===== config.mk =====
export PLATFORM = sky130hd
export DESIGN_NAME = stopwatch_ctrl
export DESIGN_NICKNAME = d
export VERILOG_FILES = /design/src/rtl/stopwatch_ctrl_pkg.sv /design/src/rtl/stopwatch_ctrl_edge_detect.sv /design/src/rtl/stopwatch_ctrl.sv
export SDC_FILE = /design/constraint.sdc
export NUM_CORES = 1
export LEC_CHECK = 0
export ABC_CLOCK_PERIOD_IN_PS = 1500
export CAP_MARGIN = 20
export CELL_PAD_IN_SITES_DETAIL_PLACEMENT = 0
export CELL_PAD_IN_SITES_GLOBAL_PLACEMENT = 1
export CORE_MARGIN = 2
export CORE_UTILIZATION = 28
export CTS_BUF_LIST = sky130_fd_sc_hd__clkbuf_16
export CTS_CLUSTER_DIAMETER = 30
export DETAILED_ROUTE_END_ITERATION = 10
export GPL_TIMING_DRIVEN = 0
export PLACE_DENSITY = 0.73
export SYNTH_ARGS = -nofsm -noshare
export SYNTH_HDL_FRONTEND = slang
export SYNTH_SLANG_ARGS = --single-unit

===== constraint.sdc =====
create_clock -name clk -period 1.5 [get_ports clk]
set_clock_uncertainty 0.15 [all_clocks]
set_input_delay 0.15 -clock clk [delete_from_list [all_inputs] [get_ports clk]]
set_output_delay 0.15 -clock clk [all_outputs]
set_load 0.05 [all_outputs]

===== src/rtl/stopwatch_ctrl_pkg.sv =====
// Shared types and constants for the stopwatch control block.
// Holds the FSM state enum, digit indices, default digit limits and the clamp helper.
package stopwatch_pkg;

    typedef enum logic [1:0] {
        ST_IDLE   = 2'd0,
        ST_RUN    = 2'd1,
        ST_PAUSED = 2'd2,
        ST_ADJUST = 2'd3
    } sw_state_e;

    localparam logic [1:0] SEC_R = 2'd0;
    localparam logic [1:0] SEC_L = 2'd1;
    localparam logic [1:0] MIN_R = 2'd2;
    localparam logic [1:0] MIN_L = 2'd3;

    localparam int DEF_TENS_MAX = 5;
    localparam int DEF_ONES_MAX = 9;

    // Odd digit indices (SEC_L, MIN_L) are tens digits.
    function automatic logic [3:0] clamp_digit(input logic [1:0] sel,
                                               input logic [3:0] num,
                                               input logic [3:0] tens_max,
                                               input logic [3:0] ones_max);
        logic [3:0] lim;
        lim = sel[0] ? tens_max : ones_max;
        return (num > lim) ? lim : num;
    endfunction

    function automatic logic [3:0] onehot_sel(input logic [1:0] sel);
        logic [3:0] m;
        m = 4'b0000;
        m[sel] = 1'b1;
        return m;
    endfunction

endpackage


===== src/rtl/stopwatch_ctrl_edge_detect.sv =====
// Rising-edge detector: registered history of a synchronous level, pulse when prev=0 and cur=1.
module edge_detect (
    input  logic clk,
    input  logic rst_n,
    input  logic sig,
    output logic rise
);

    logic prev_q;
    logic prev_d;

    always_comb begin
        prev_d = sig;
    end

    always_ff @(posedge clk or negedge rst_n) begin
        if (!rst_n) begin
            prev_q <= 1'b0;
        end else begin
            prev_q <= prev_d;
        end
    end

    assign rise = sig & ~prev_q;

endmodule


===== src/rtl/stopwatch_ctrl.sv =====
// Stopwatch control FSM: turns button edges and strobes into count/clear/load pulses.
// Optional digit blinking in adjust mode is enabled with macro STOPWATCH_BLINK_EN.
module stopwatch_ctrl
    import stopwatch_pkg::*;
#(
    parameter int TENS_MAX = DEF_TENS_MAX,
    parameter int ONES_MAX = DEF_ONES_MAX
) (
    input  logic       clk,
    input  logic       rst_n,
    input  logic       btn_reset,
    input  logic       btn_pause,
    input  logic       adj,
    input  logic [1:0] sel,
    input  logic [3:0] num,
    input  logic       tick_1hz,
    input  logic       tick_adj,
    output logic       count_en,
    output logic       clear,
    output logic       load_en,
    output logic [1:0] load_sel,
    output logic [3:0] load_val,
    output logic [3:0] blink_mask,
    output logic [1:0] state
);

    localparam logic [3:0] TENS_LIM = 4'(TENS_MAX);
    localparam logic [3:0] ONES_LIM = 4'(ONES_MAX);

    logic pause_edge;
    logic reset_edge;

    edge_detect u_pause_edge (
        .clk   (clk),
        .rst_n (rst_n),
        .sig   (btn_pause),
        .rise  (pause_edge)
    );

    edge_detect u_reset_edge (
        .clk   (clk),
        .rst_n (rst_n),
        .sig   (btn_reset),
        .rise  (reset_edge)
    );

    sw_state_e  state_q, state_d;
    logic       count_en_q, count_en_d;
    logic       clear_q, clear_d;
    logic       load_en_q, load_en_d;
    logic [1:0] load_sel_q, load_sel_d;
    logic [3:0] load_val_q, load_val_d;

    // Reset edge overrides everything; adj overrides pause edges outside ADJUST.
    always_comb begin
        state_d    = state_q;
        count_en_d = 1'b0;
        clear_d    = 1'b0;
        load_en_d  = 1'b0;
        load_sel_d = load_sel_q;
        load_val_d = load_val_q;
        if (reset_edge) begin
            state_d = ST_IDLE;
            clear_d = 1'b1;
        end else begin
            count_en_d = (state_q == ST_RUN) && tick_1hz;
            unique case (state_q)
                ST_IDLE: begin
                    if (adj) state_d = ST_ADJUST;
                    else if (pause_edge) state_d = ST_RUN;
                end
                ST_RUN: begin
                    if (adj) state_d = ST_ADJUST;
                    else if (pause_edge) state_d = ST_PAUSED;
                end
                ST_PAUSED: begin
                    if (adj) state_d = ST_ADJUST;
                    else if (pause_edge) state_d = ST_RUN;
                end
                ST_ADJUST: begin
                    if (!adj) state_d = ST_PAUSED;
                    if (tick_adj) begin
                        load_en_d  = 1'b1;
                        load_sel_d = sel;
                        load_val_d = clamp_digit(sel, num, TENS_LIM, ONES_LIM);
                    end
                end
                default: state_d = ST_IDLE;
            endcase
        end
    end

    always_ff @(posedge clk or negedge rst_n) begin
        if (!rst_n) begin
            state_q    <= ST_IDLE;
            count_en_q <= 1'b0;
            clear_q    <= 1'b0;
            load_en_q  <= 1'b0;
            load_sel_q <= 2'd0;
            load_val_q <= 4'd0;
        end else begin
            state_q    <= state_d;
            count_en_q <= count_en_d;
            clear_q    <= clear_d;
            load_en_q  <= load_en_d;
            load_sel_q <= load_sel_d;
            load_val_q <= load_val_d;
        end
    end

    assign state    = state_q;
    assign count_en = count_en_q;
    assign clear    = clear_q;
    assign load_en  = load_en_q;
    assign load_sel = load_sel_q;
    assign load_val = load_val_q;

`ifdef STOPWATCH_BLINK_EN
    logic       phase_q, phase_d;
    logic [3:0] blink_mask_q, blink_mask_d;

    // Phase only survives while the FSM stays in ADJUST.
    always_comb begin
        phase_d = 1'b0;
        if ((state_q == ST_ADJUST) && (state_d == ST_ADJUST)) begin
            phase_d = phase_q ^ tick_adj;
        end
        blink_mask_d = phase_d ? onehot_sel(sel) : 4'b0000;
    end

    always_ff @(posedge clk or negedge rst_n) begin
        if (!rst_n) begin
            phase_q      <= 1'b0;
            blink_mask_q <= 4'b0000;
        end else begin
            phase_q      <= phase_d;
            blink_mask_q <= blink_mask_d;
        end
    end

    assign blink_mask = blink_mask_q;
`else
    assign blink_mask = 4'b0000;
`endif

endmodule


==> flow_summary.ini <==
[outcome]
outcome = completed

[yosys]
synthMuxAreaShare_pct = 4.469
synthCells = 58
synth_area_leader_cell = dfrtp_1
ys.flop_type = dfrtp_1
ys.warnings.count = 0
post_synth.cell_area_avg_um2 = 11.58
synth_top_family_by_area = simple AND/OR/NAND/NOR gates
synth_top_cells_by_area = dfrtp_1 48%, a31oi_1 5.6%, buf_4 4.5%, mux2_4 4.5%, ha_1 3.7%
yosysMostFrequentCell = dfrtp_1
synthAdderAreaFrac_pct = 3.724
synth_area_um2 = 671.9
synth-edff-count = 0
synth_xor_area_share_pct = 0
yosysUniqueCellTypes = 26
synth-seq-area-share_pct = 48.42
synth-async-reset-ratio_pct = 100.0
synth_seq_cells = 13
synth-compound-area-share_pct = 15.27
yosys-top-cells-count = 13 x dfrtp_1, 6 x a31oi_1, 4 x buf_4, 4 x inv_1, 3 x nand4_1
synth_simple_gate_area_share_pct = 17.50
synth_top_area_share_pct = 48.42

[timing]
finalHoldViolCount = 0
hold_slack_ps = 105.7
setup_viol = 0
fin_setup_tns_ps = 0
max_freq_mhz = 683.0
slew_violations = 0
min_period_ps = 1464
fin_crit_sh_pct = 97.61
rsz0062_at_grt = false
fin_ws_ps = 35.79
max_slew.worst_pin.slew_ps = 591.8
relSlewSlack_pct = 60.42

[global_route]
grt.overflow.total = 0
grt.total_usage_pct = 12.35
grt_pass1_vias = 515
grt_max_degree = 14
grt_pass1_wl_um = 2380
antenna_found_initial = 0

[finish]
fin_nets = 105
area_growth_pct = 57.54
diodes = 0
fin_cells = 117
fillers = 232
layout-drive-gt1-share_pct = 28.09

[setup_path]
cp.required_ps = 1470
reg2reg_to = load_sel[0]
crit_path_start_kind = flop
path_class = reg -> reg
r2r-start = u_reset_edge.prev_q
endpoint_kind = flop
crit_fanout = 8
reg2reg_slack_ps = 40
crit_arrival_ps = 1430
reg2regPathDepth = 5

[route]
ant_nets = 0
post-route-drc-count = 0
topRoutingLayerUsed = met4
wl_met1_um = 640
vias_per_cell = 4.735
drtPass1Iterations = 4
routed_wl_um = 1488
num_vias = 554
wl_per_cell_um = 12.72
wl_met2_um = 720
drtIter0Drc = 8
dr_wl_met3_um = 108

[placement]
port_buffers = 23
gp_congestion = 0.7228
pre_cts_ws_ps = -569.9
hpwl_um = 1095
place_inst = 112

[pwr]
power_density_mw_per_mm2 = 1378
p_leak_uw = 0.0004958
peakVddDrop_mv = 0.9955

[floorplan]
start_util_pct = 30.08
ios = 28
die-area_mm2 = 0.002807
die_w_um = 52.99
num_rows = 17
coreArea_mm2 = 0.002233
die_height_um = 52.99

[clock_network]
cts_tree = done
clkTransAtPathRegs_ps = 40
clk_latency_ps = 240
cts_inserted_buffers = 3
root_buffer = clkbuf_16
clock_sinks = 13
htreeDepth = 1
clockBufferDepth = 2

[job]
cap_viol_max_count = 0

[worst_hold_path]
holdCritStartpoint = sel[0]
hold_path.class = in -> reg
min_to = load_val[2]
min_path_cells = 3
[flip-flops by register name (all words and copies together), names as in the netlist]
name	cells
clear	1
count_en	1
load_en	1
load_sel	2
load_val	4
state	2
u_pause_edge.prev_q	1
u_reset_edge.prev_q	1
[metal layers]
metal,global-route usage (%),vias to the layer above
li1,-,270
met4,5.128,0
met1,14.66,264
met5,0,-
met3,5.367,2
met2,19.38,18
[power by group]
part | switching (µW) | internal, µW | total [µW]
Sequential | 35.7 | 414 | 450
Clock | 137 | 351 | 488
Combinational | 343 | 178 | 521
[worst max-delay path, cell delays in order (launching register included)]
cell and delay (ps):
dfrtp_1 350, nand2b_4 130, buf_6 130, and3_4 170, buf_6 130, mux2_4 290
[worst max-delay path by stage]
stage | start | end | slack, ps | cells past startpoint
finish | u_reset_edge.prev_q | load_sel[0] | 40 | 5
global route | u_reset_edge.prev_q | load_sel[0] | 0.7 | 5
CTS | state[0] | state[0] | 0.4 | 1
detailed placement | sel[0] | load_val[3] | -570 | 6
global placement | sel[0] | load_val[3] | -560 | 6
floorplan | state[1] | load_sel[0] | -70 | 4
[area by class of cell]
class	count	area [µm²]	share of cell area, %
Sequential cell	13	327.8	30.97
Clock buffer	3	75.07	7.092
Clock inverter	1	3.754	0.3546
Timing Repair Buffer	24	219.0	20.69
Buffer	6	52.55	4.965
Multi-Input combinational cell	38	330.3	31.21
Tap cell	28	35.03	3.310
Inverter	4	15.01	1.418
[through the flow]
step	cell area, µm²	total power (µW)	utilization [%]
floorplan	685.7	815.6	-
global placement	950.9	1002	42.58
detailed placement	950.9	1009	42.58
CTS	1055	1479	47.23
global route	1059	1539	47.39
finish	1059	1458	47.39
[placed cells by master (no fill, tap or decap), drive strengths merged]
master / count
a211o: 1
o31a: 1
and4b: 2
nand2b: 1
clkdlybuf4s50: 8
dlygate4sd2: 11
nor2: 1
o21bai: 1
dlygate4sd3: 1
nor3b: 2
clkbuf: 5
buf: 6
nor2b: 1
o31ai: 2
conb: 4
ha: 2
dfrtp: 13
or2: 1
nor3: 1
inv: 5
a211oi: 1
a31oi: 6
nand4: 3
nand4b: 1
dlymetal6s2s: 1
a21oi: 2
clkdlybuf4s15: 1
mux2: 2
and2: 1
o22ai: 1
and3: 1
[repair_timing]
| action | in CTS | in global routing |
|---|---|---|
| pin swaps | 2 | 0 |
| hold buffers | 0 | 1 |
| setup endpoints to repair | 15 | 8 |
| hold endpoints to repair | 0 | 1 |
| setup buffers | 0 | 0 |
| gates cloned | 0 | 0 |
| resized for setup | 21 | 4 |
[kinds of logic after synthesis]
kind of cell / Yosys count
AND/OR/NAND/NOR: 15
multiplexers: 2
other: 1
AO/OA/AOI/OAI: 15
adder cells (fa/ha/maj): 2
buffers and inverters: 10
flip-flops: 13
Power figures use the tool's default switching activity.
